<file path="src/rtl/multicycle_ctrl_pkg.sv">
// Shared encodings for the multi-cycle control unit: states, opcodes, functs,
// mux select codes and the ALU operation codes it drives.
package multicycle_ctrl_pkg;

    typedef enum logic [3:0] {
        STATE_FETCH    = 4'd0,
        STATE_DECODE   = 4'd1,
        STATE_EXEC_R   = 4'd2,
        STATE_WB_R     = 4'd3,
        STATE_EXEC_I   = 4'd4,
        STATE_WB_I     = 4'd5,
        STATE_MEM_ADDR = 4'd6,
        STATE_MEM_RD   = 4'd7,
        STATE_MEM_WB   = 4'd8,
        STATE_MEM_WR   = 4'd9,
        STATE_BRANCH   = 4'd10,
        STATE_JUMP     = 4'd11,
        STATE_ILLEGAL  = 4'd12
    } state_t;

    localparam logic [5:0] OP_RTYPE = 6'b000000;
    localparam logic [5:0] OP_LW    = 6'b100011;
    localparam logic [5:0] OP_SW    = 6'b101011;
    localparam logic [5:0] OP_BEQ   = 6'b000100;
    localparam logic [5:0] OP_J     = 6'b000010;
    localparam logic [5:0] OP_ADDI  = 6'b001000;
    localparam logic [5:0] OP_ORI   = 6'b001101;
    localparam logic [5:0] OP_LUI   = 6'b001111;

    localparam logic [5:0] FUNCT_ADDU = 6'b100001;
    localparam logic [5:0] FUNCT_SUBU = 6'b100011;
    localparam logic [5:0] FUNCT_AND  = 6'b100100;
    localparam logic [5:0] FUNCT_OR   = 6'b100101;
    localparam logic [5:0] FUNCT_SLT  = 6'b101010;
    localparam logic [5:0] FUNCT_SAR  = 6'b000111;

    localparam logic [1:0] EXT_ZERO = 2'b00;
    localparam logic [1:0] EXT_SIGN = 2'b01;
    localparam logic [1:0] EXT_HIGH = 2'b10;

    localparam logic [1:0] PCSRC_ALU    = 2'b00;
    localparam logic [1:0] PCSRC_ALUOUT = 2'b01;
    localparam logic [1:0] PCSRC_JUMP   = 2'b10;

    localparam logic [1:0] ALUB_RT    = 2'b00;
    localparam logic [1:0] ALUB_FOUR  = 2'b01;
    localparam logic [1:0] ALUB_IMM   = 2'b10;
    localparam logic [1:0] ALUB_BROFF = 2'b11;

    localparam logic [2:0] ALU_OP_ADD  = 3'd0;
    localparam logic [2:0] ALU_OP_SUB  = 3'd1;
    localparam logic [2:0] ALU_OP_AND  = 3'd2;
    localparam logic [2:0] ALU_OP_OR   = 3'd3;
    localparam logic [2:0] ALU_OP_LESS = 3'd4;
    localparam logic [2:0] ALU_OP_SAR  = 3'd5;
    localparam logic [2:0] ALU_OP_B    = 3'd6;

    function automatic logic funct_legal(input logic [5:0] funct);
        case (funct)
            FUNCT_ADDU, FUNCT_SUBU, FUNCT_AND,
            FUNCT_OR, FUNCT_SLT, FUNCT_SAR: return 1'b1;
            default:                        return 1'b0;
        endcase
    endfunction

    function automatic logic [2:0] funct_to_alu_op(input logic [5:0] funct);
        case (funct)
            FUNCT_SUBU: return ALU_OP_SUB;
            FUNCT_AND:  return ALU_OP_AND;
            FUNCT_OR:   return ALU_OP_OR;
            FUNCT_SLT:  return ALU_OP_LESS;
            FUNCT_SAR:  return ALU_OP_SAR;
            default:    return ALU_OP_ADD;
        endcase
    endfunction

endpackage

</file>
<file path="src/rtl/multicycle_ctrl_decode.sv">
// Combinational output decoder: maps the current state and instruction
// fields onto every datapath strobe and mux select.
module multicycle_ctrl_decode
    import multicycle_ctrl_pkg::*;
(
    input  logic       i_rst,
    input  state_t     i_state,
    input  logic [5:0] i_op,
    input  logic [5:0] i_funct,
    input  logic       i_mem_ready,
    input  logic       i_zero,
    output logic       o_pc_en,
    output logic       o_pc_write,
    output logic       o_pc_write_cond,
    output logic [1:0] o_pc_source,
    output logic       o_ir_write,
    output logic       o_mem_read,
    output logic       o_mem_write,
    output logic       o_reg_write,
    output logic       o_reg_dst,
    output logic       o_mem_to_reg,
    output logic       o_alu_src_a,
    output logic [1:0] o_alu_src_b,
    output logic [1:0] o_ext_op,
    output logic [2:0] o_alu_op,
    output logic       o_flag_write,
    output logic       o_illegal
);

    // Reset gates everything here so a request drops without waiting for an edge.
    always_comb begin
        o_pc_write      = 1'b0;
        o_pc_write_cond = 1'b0;
        o_pc_source     = PCSRC_ALU;
        o_ir_write      = 1'b0;
        o_mem_read      = 1'b0;
        o_mem_write     = 1'b0;
        o_reg_write     = 1'b0;
        o_reg_dst       = 1'b0;
        o_mem_to_reg    = 1'b0;
        o_alu_src_a     = 1'b0;
        o_alu_src_b     = ALUB_RT;
        o_ext_op        = EXT_ZERO;
        o_alu_op        = ALU_OP_ADD;
        o_flag_write    = 1'b0;
        o_illegal       = 1'b0;
        if (!i_rst) begin
            case (i_state)
                STATE_FETCH: begin
                    o_mem_read  = 1'b1;
                    o_alu_src_b = ALUB_FOUR;
                    if (i_mem_ready) begin
                        o_ir_write  = 1'b1;
                        o_pc_write  = 1'b1;
                        o_pc_source = PCSRC_ALU;
                    end
                end
                STATE_DECODE: begin
                    o_alu_src_b = ALUB_BROFF;
                    o_ext_op    = EXT_SIGN;
                end
                STATE_EXEC_R: begin
                    o_alu_src_a  = 1'b1;
                    o_alu_src_b  = ALUB_RT;
                    o_alu_op     = funct_to_alu_op(i_funct);
                    o_flag_write = 1'b1;
                end
                STATE_WB_R: begin
                    o_reg_write = 1'b1;
                    o_reg_dst   = 1'b1;
                end
                STATE_EXEC_I: begin
                    o_alu_src_a  = 1'b1;
                    o_alu_src_b  = ALUB_IMM;
                    o_flag_write = 1'b1;
                    case (i_op)
                        OP_ORI: begin
                            o_ext_op = EXT_ZERO;
                            o_alu_op = ALU_OP_OR;
                        end
                        OP_LUI: begin
                            o_ext_op = EXT_HIGH;
                            o_alu_op = ALU_OP_B;
                        end
                        default: begin
                            o_ext_op = EXT_SIGN;
                            o_alu_op = ALU_OP_ADD;
                        end
                    endcase
                end
                STATE_WB_I: begin
                    o_reg_write = 1'b1;
                end
                STATE_MEM_ADDR: begin
                    o_alu_src_a = 1'b1;
                    o_alu_src_b = ALUB_IMM;
                    o_ext_op    = EXT_SIGN;
                end
                STATE_MEM_RD: begin
                    o_mem_read = 1'b1;
                end
                STATE_MEM_WB: begin
                    o_reg_write  = 1'b1;
                    o_mem_to_reg = 1'b1;
                end
                STATE_MEM_WR: begin
                    o_mem_write = 1'b1;
                end
                STATE_BRANCH: begin
                    o_alu_src_a     = 1'b1;
                    o_alu_src_b     = ALUB_RT;
                    o_alu_op        = ALU_OP_SUB;
                    o_pc_write_cond = 1'b1;
                    o_pc_source     = PCSRC_ALUOUT;
                    o_flag_write    = 1'b1;
                end
                STATE_JUMP: begin
                    o_pc_write  = 1'b1;
                    o_pc_source = PCSRC_JUMP;
                end
                STATE_ILLEGAL: begin
                    o_illegal = 1'b1;
                end
                default: begin
                    o_illegal = 1'b0;
                end
            endcase
        end
    end

    assign o_pc_en = o_pc_write | (o_pc_write_cond & i_zero);

endmodule

</file>
<file path="src/rtl/multicycle_ctrl.sv">
// Multi-cycle control unit: state register and next-state sequencing for
// fetch/decode/execute/memory/write-back, with a variable-latency memory.
module multicycle_ctrl
    import multicycle_ctrl_pkg::*;
(
    input  logic       i_clk,
    input  logic       i_rst,
    input  logic [5:0] i_op,
    input  logic [5:0] i_funct,
    input  logic       i_zero,
    input  logic       i_mem_ready,
    output logic       o_pc_en,
    output logic       o_pc_write,
    output logic       o_pc_write_cond,
    output logic [1:0] o_pc_source,
    output logic       o_ir_write,
    output logic       o_mem_read,
    output logic       o_mem_write,
    output logic       o_reg_write,
    output logic       o_reg_dst,
    output logic       o_mem_to_reg,
    output logic       o_alu_src_a,
    output logic [1:0] o_alu_src_b,
    output logic [1:0] o_ext_op,
    output logic [2:0] o_alu_op,
    output logic       o_flag_write,
    output logic       o_illegal,
    output logic [3:0] o_state
);

    state_t r_state;
    state_t w_next_state;

    always_ff @(posedge i_clk or posedge i_rst) begin
        if (i_rst) begin
            r_state <= STATE_FETCH;
        end else begin
            r_state <= w_next_state;
        end
    end

    // Memory states hold until mem_ready; ILLEGAL only leaves through reset.
    always_comb begin
        w_next_state = r_state;
        case (r_state)
            STATE_FETCH: begin
                if (i_mem_ready) begin
                    w_next_state = STATE_DECODE;
                end
            end
            STATE_DECODE: begin
                case (i_op)
                    OP_RTYPE: w_next_state = funct_legal(i_funct) ? STATE_EXEC_R
                                                                  : STATE_ILLEGAL;
                    OP_LW, OP_SW:            w_next_state = STATE_MEM_ADDR;
                    OP_BEQ:                  w_next_state = STATE_BRANCH;
                    OP_J:                    w_next_state = STATE_JUMP;
                    OP_ADDI, OP_ORI, OP_LUI: w_next_state = STATE_EXEC_I;
                    default:                 w_next_state = STATE_ILLEGAL;
                endcase
            end
            STATE_EXEC_R:   w_next_state = STATE_WB_R;
            STATE_WB_R:     w_next_state = STATE_FETCH;
            STATE_EXEC_I:   w_next_state = STATE_WB_I;
            STATE_WB_I:     w_next_state = STATE_FETCH;
            STATE_MEM_ADDR: w_next_state = (i_op == OP_SW) ? STATE_MEM_WR : STATE_MEM_RD;
            STATE_MEM_RD: begin
                if (i_mem_ready) begin
                    w_next_state = STATE_MEM_WB;
                end
            end
            STATE_MEM_WB:   w_next_state = STATE_FETCH;
            STATE_MEM_WR: begin
                if (i_mem_ready) begin
                    w_next_state = STATE_FETCH;
                end
            end
            STATE_BRANCH:   w_next_state = STATE_FETCH;
            STATE_JUMP:     w_next_state = STATE_FETCH;
            STATE_ILLEGAL:  w_next_state = STATE_ILLEGAL;
            default:        w_next_state = STATE_FETCH;
        endcase
    end

    assign o_state = r_state;

    multicycle_ctrl_decode u_decode (
        .i_rst           (i_rst),
        .i_state         (r_state),
        .i_op            (i_op),
        .i_funct         (i_funct),
        .i_mem_ready     (i_mem_ready),
        .i_zero          (i_zero),
        .o_pc_en         (o_pc_en),
        .o_pc_write      (o_pc_write),
        .o_pc_write_cond (o_pc_write_cond),
        .o_pc_source     (o_pc_source),
        .o_ir_write      (o_ir_write),
        .o_mem_read      (o_mem_read),
        .o_mem_write     (o_mem_write),
        .o_reg_write     (o_reg_write),
        .o_reg_dst       (o_reg_dst),
        .o_mem_to_reg    (o_mem_to_reg),
        .o_alu_src_a     (o_alu_src_a),
        .o_alu_src_b     (o_alu_src_b),
        .o_ext_op        (o_ext_op),
        .o_alu_op        (o_alu_op),
        .o_flag_write    (o_flag_write),
        .o_illegal       (o_illegal)
    );

endmodule

</file>
<file path="config.mk">
export PLATFORM = sky130hd
export DESIGN_NAME = multicycle_ctrl
export DESIGN_NICKNAME = d
export VERILOG_FILES = /design/src/rtl/multicycle_ctrl_pkg.sv /design/src/rtl/multicycle_ctrl_decode.sv /design/src/rtl/multicycle_ctrl.sv
export SDC_FILE = /design/constraint.sdc
export NUM_CORES = 1
export LEC_CHECK = 0
export CORE_ASPECT_RATIO = 1.5
export CORE_MARGIN = 8
export CORE_UTILIZATION = 30
export CTS_BUF_LIST = sky130_fd_sc_hd__clkbuf_4
export CTS_CLUSTER_DIAMETER = 200
export CTS_CLUSTER_SIZE = 25
export DETAILED_ROUTE_END_ITERATION = 10
export PLACE_DENSITY_LB_ADDON = 0.05
export SYNTH_ARGS = -nofsm -noshare
export SYNTH_HDL_FRONTEND = slang
export SYNTH_SLANG_ARGS = --single-unit
</file>
<file path="constraint.sdc">
create_clock -name i_clk -period 1.5 [get_ports i_clk]
set_clock_uncertainty 0.1 [all_clocks]
set_input_delay 0.15 -clock i_clk [delete_from_list [all_inputs] [get_ports i_clk]]
set_output_delay 0.15 -clock i_clk [all_outputs]
set_load 0.01 [all_outputs]
</file>
== Yosys cells after proc, flatten, opt, wreduce, memory -nomap -nowiden ==
Cells that the tools add are included.

* Logic and storage cells: 87
* Bits in registers: 4
* Bits in latches: 0
* RAM bits: 0
* Memories: 0
* Output and inout port bits: 25
* ROM bits: 0

* Reduce and logical (&&, ||, !) cells: 12
* $mul: 0
* Shift-type cells: 0
* Divide/modulo/power cells: 0
* Bitwise operators: 2
* Eq/ne operators: 28
* $add $sub $neg: 0
* Muxes and demuxes: 44
* Magnitude comparators: 0

{| class="wikitable"
|+ Operator list
! kind !! count
|-
| $eq A6 B6 Y1 const B || 7
|-
| $pmux W4 S8 || 1
|-
| $mux W1 || 25
|-
| $eq A4 B4 Y1 const B || 5
|-
| $mux W4 || 5
|-
| $pmux W4 S5 || 1
|-
| $eq A6 B4 Y1 const B || 3
|-
| $eq A4 B3 Y1 const B || 4
|-
| $pmux W3 S5 || 1
|-
| $eq A6 B3 Y1 const B || 2
|-
| $pmux W2 S2 || 3
|-
| $pmux W3 S3 || 1
|-
| $reduce_or A3 Y1 || 3
|-
| $eq A4 B2 Y1 const B || 2
|-
| $reduce_or A2 Y1 || 4
|-
| $eq A6 B2 Y1 const B || 1
|-
| $logic_not A6 Y1 || 1
|-
| $mux W2 || 3
|-
| $ne A2 B2 Y1 const B || 3
|-
| $pmux W2 S3 || 1
|-
| $pmux W3 S2 || 1
|-
| $reduce_or A6 Y1 || 1
|-
| $eq A4 B1 Y1 const B || 1
|-
| $logic_not A4 Y1 || 1
|-
| other kinds (6) || 6
|}

== Longest topological paths before layout ==
* Depth in word-level cells: 8
* Gate-level depth with buffers: 6

== Hierarchy ==
From an unflattened synthesis, not the netlist that was laid out.

* Cells, all modules: 130
* Area, all modules: 880.8 µm²

{| class="wikitable"
|+ By module, submodules not included
! module !! times used !! area each (µm²) !! cells each !! sequential area each (µm²)
|-
| multicycle_ctrl || 1 || 485.5 || 63 || 100.1
|-
| multicycle_ctrl_decode || 1 || 395.4 || 67 || 0.0
|}

== Worst setup path before layout ==
OpenSTA, ideal clock, no wires.

* Path type: register -> output
* Start point: reg r_state[2] (netlist: o_state[2])
* End point: out o_pc_write
* Stages on the path, launching flop included: 6
* Data arrival time: 1.505 ns
* Required time: 1.250 ns
* Slack: -0.255 ns
* Cells stage by stage: dfrtp_1 -> buf_6 -> nor4_1 -> nand3b_1 -> inv_1 -> or2_2

* Longest elaborated chain between the ends: 3
* Elaborated cells between the ends (all ways): 4
* Classes of those cells: eq/ne: 1; mux: 2; reduce/logical: 1

{| class="wikitable"
|+ Ends and longest elaborated chain
! element !! RTL line !! source
|-
| from (decl) || multicycle_ctrl.sv:31 || <nowiki>state_t r_state;</nowiki>
|-
| from (signal assigned) || multicycle_ctrl.sv:38 || <nowiki>r_state <= w_next_state;</nowiki>
|-
| $eq A4 B4 Y1 or $logic_not A4 Y1 (tied branches) || multicycle_ctrl_decode.sv:48 || <nowiki>case (i_state)</nowiki>
|-
| $pmux W1 S2 * || multicycle_ctrl_decode.sv:48 ||
|-
| $mux W1 * || multicycle_ctrl_decode.sv:47 || <nowiki>if (!i_rst) begin</nowiki>
|-
| to (decl) || multicycle_ctrl.sv:13 || <nowiki>output logic o_pc_write,</nowiki>
|}

Mark *: on every way between the ends. The rest lies on a longest branch, timed or not.

== Worst setup path after layout ==
* Start point: reg r_state[3] (netlist: o_state[3])
* End point: out o_alu_op[2]

* Longest elaborated chain between the ends: 3
* Elaborated cells between the ends (all ways): 5
* Classes of those cells: eq/ne: 3; mux: 2

{| class="wikitable"
|+ Ends and longest elaborated chain
! element !! RTL line !! source
|-
| $eq A4 B4 Y1 (tied with other cells) || multicycle_ctrl_decode.sv:48 ||
|-
| $pmux W3 S3 * || multicycle_ctrl_decode.sv:48 ||
|-
| $mux W3 * || multicycle_ctrl_decode.sv:47 ||
|-
| to (decl) || multicycle_ctrl.sv:25 || <nowiki>output logic [2:0] o_alu_op,</nowiki>
|}

Marks and branches as above.

==> impl_metrics.env <==
export IMPL_crit_fanout=2
export IMPL_num_antenna_cells=0
export IMPL_h_tree_depth=1
export IMPL_drc_errors=0
export IMPL_row_count=22
export IMPL_largest_reg_flops=4
export IMPL_powerDensity_nw_per_um2=1224
export IMPL_seq_area_um2=101.3
export IMPL_dr_pass1_iters=4
export IMPL_post_synth_cell_area_avg_um2=6.882
export IMPL_crit_type="flop to primary output"
export IMPL_vias=1238
export IMPL_cts_sinks=4
export IMPL_clockBufferDepth=2
export IMPL_synthArstFlopShare_pct=100.0
export IMPL_ys_seq_area_share_pct=12.76
export IMPL_required_ns=1.25
export IMPL_port_buffer_count=40
export IMPL_drive_gt1_share_pct=60.78
export IMPL_clk_latency_ns=0.24
export IMPL_end_kind="primary output"
export IMPL_yosysTopAreaCell="dfrtp_1"
export IMPL_relSlewSlack_pct=75.69
export IMPL_cts_made_buffers=3
export IMPL_fmax_mhz=490.0
export IMPL_syn_inst=114
export IMPL_fp_dieArea_um2=4541
export IMPL_crit_arrival_ns=1.79
export IMPL_die_width_um=57.76
export IMPL_grt_max_degree=12
export IMPL_n_fill_cell=190
export IMPL_dp_hpwl_mm=2.605
export IMPL_violations="setup timing"
export IMPL_synthTopCellsByCount="nor2_1 (12), a21oi_1 (9), nor3_1 (9)"
export IMPL_grt_util_all_layers_pct=15.14
export IMPL_grt_pass1_vias=1321
export IMPL_finalSetupTns_ns=-6.829
export IMPL_dpl_worst_slack_ns=-0.8818
export IMPL_antenna_found_initial=0
export IMPL_layout_setup_ws_ns=-0.5407
export IMPL_finalPower_mw=2.261
export IMPL_ir_drop_mv=0.7333
export IMPL_hp_class="input pin to flop"
export IMPL_clockRootBuffer="clkbuf_4"
export IMPL_hold_viol_final=0
export IMPL_num_io_pins=41
export IMPL_finalWirelength_mm=3.714
export IMPL_post_synth_top_count_cell="nor2_1"
export IMPL_die_h_um=78.63
export IMPL_synth_cell_types=42
export IMPL_path_clk_slew_ns=0.03
export IMPL_synth_nets=130
export IMPL_area_growth_pct=135.6
export IMPL_synth_main_ff_cell="dfrtp_1"
export IMPL_gp_congestion=0.8728
export IMPL_vias_per_cell=5.430
export IMPL_leakage_nw=0.8827
export IMPL_multi_input_area_um2=850.8
export IMPL_min_period_ns=2.041
export IMPL_final_max_slew_viol_count=0
export IMPL_nets=221
export IMPL_ant_nets=0
export IMPL_synth_edf_count=0
export IMPL_yosys_top_cells_area="dfrtp_1 (13%), a21oi_1 (5.7%), nor3_1 (5.7%)"
export IMPL_wl_per_cell_um=16.29
export IMPL_cap_violations=0
export IMPL_tightest_slew_ns=0.3630
export IMPL_initialDrtViolationCount=25
export IMPL_setup_viol=26
export IMPL_rsz0062_at_grt="yes"
export IMPL_grt_pass1_wl_mm=5.713
export IMPL_worstSetupStartpointType="flop"
export IMPL_period_share_pct=136.0
export IMPL_grt_overflow=0
export IMPL_synth_top_area_share_pct=12.76
export IMPL_core_area_um2=2477
export IMPL_cts_tree="done"
export IMPL_synthesis_area_um2=784.5
export IMPL_yosys_warnings=0
export IMPL_status="finished with violations"
export IMPL_start_util_pct=31.67
export IMPL_synth_seq_cells=4
through the flow:
step	area, µm²	utilization [%]	hold slack (ns)	instances
6_report	1848	74.60	0.3894	228
3_3_place_gp	1483	59.85	0.4276	209
5_1_grt	1848	74.60	0.4137	228
3_5_place_dp	1483	59.85	0.4280	209
2_1_floorplan	823.3	-	-0.1757	114
4_1_cts	1694	68.38	0.2125	220
routing by layer:
metal,vias up,global-route usage [%],routed length [µm]
li1,612,-,-
met1,583,15.12,1302
met2,37,29.67,2198
met3,6,2.773,150
met4,0,5.419,62
met5,-,0,0
final timing paths:
kind / from / endpoint / slack [ns] / depth (start not counted)
worst max register to register: o_state[1]$_DFFE_PP0P_ / o_state[0]$_DFFE_PP0P_ / -0.31 / 6
worst min-delay path: i_op[4] / o_state[3]$_DFFE_PP0P_ / 0.39 / 4
worst min register to register: o_state[1]$_DFFE_PP0P_ / o_state[2]$_DFFE_PP0P_ / 0.63 / 2
min in group asynchronous: i_rst / o_state[2]$_DFFE_PP0P_ / 0.42 / 4
max in group asynchronous: i_rst / o_state[0]$_DFFE_PP0P_ / 0.76 / 4
worst max-delay path: o_state[3]$_DFFE_PP0P_ / o_alu_op[2] / -0.54 / 4
logic make-up (layout without fill, tap and decap cells):
kind of cell / Yosys count / after routing / synth area share, %
AO/OA/AOI/OAI: 33 / 33 / 28.07
AND/OR/NAND/NOR: 60 / 60 / 46.09
buffers and inverters: 16 / 106 / 11.96
XOR/XNOR: 1 / 1 / 1.117
flip-flops: 4 / 4 / 12.76
final cells by class:
type	count	area share (%)
Tap cell	24	1.625
Inverter	8	1.625
Sequential cell	4	5.484
Multi-Input combinational cell	94	46.04
Timing Repair Buffer	94	43.60
Clock buffer	4	1.625
repair_timing:
action | CTS | global route
endpoints found under the hold margin | 0 | 4
pin swaps | 21 | 14
gates resized for setup | 128 | 41
setup buffers | 6 | 9
cloned | 1 | 0
hold buffers | 0 | 1
setup endpoints to repair | 29 | 26
power breakdown:
group | switching (mW) | internal [mW] | leakage (nW) | total [mW]
combinational | 0.894 | 1.00 | 0.816 | 1.90
clock | 0.0491 | 0.118 | 0.0184 | 0.167
sequential | 0.0455 | 0.151 | 0.0487 | 0.196
total | 0.988 | 1.27 | 0.883 | 2.26
worst max-delay path, stage by stage (launching register included):
cell and delay (ns):
dfrtp_1 0.40, or3_4 0.41, or4b_4 0.50, a21oi_2 0.12, buf_2 0.14
layout by cell type (no fill, tap or decap), types with 3 or more instances in the layout:
| cell | instances |
|---|---|
| buf_4 | 34 |
| buf_6 | 20 |
| buf_2 | 18 |
| nor2_1 | 10 |
| dlygate4sd2_1 | 8 |
| inv_1 | 7 |
| a21oi_2 | 7 |
| nand2b_4 | 6 |
| dlymetal6s2s_1 | 6 |
| nand2_1 | 5 |
| nor3_2 | 5 |
| clkdlybuf4s50_1 | 5 |
| o21ai_1 | 4 |
| nor4_4 | 4 |
| clkbuf_4 | 4 |
| nor2b_1 | 3 |
| nand3b_1 | 3 |
| or3b_4 | 3 |
| nor3_4 | 3 |
| dfrtp_1 | 3 |
(Power assumes the default switching activity.)
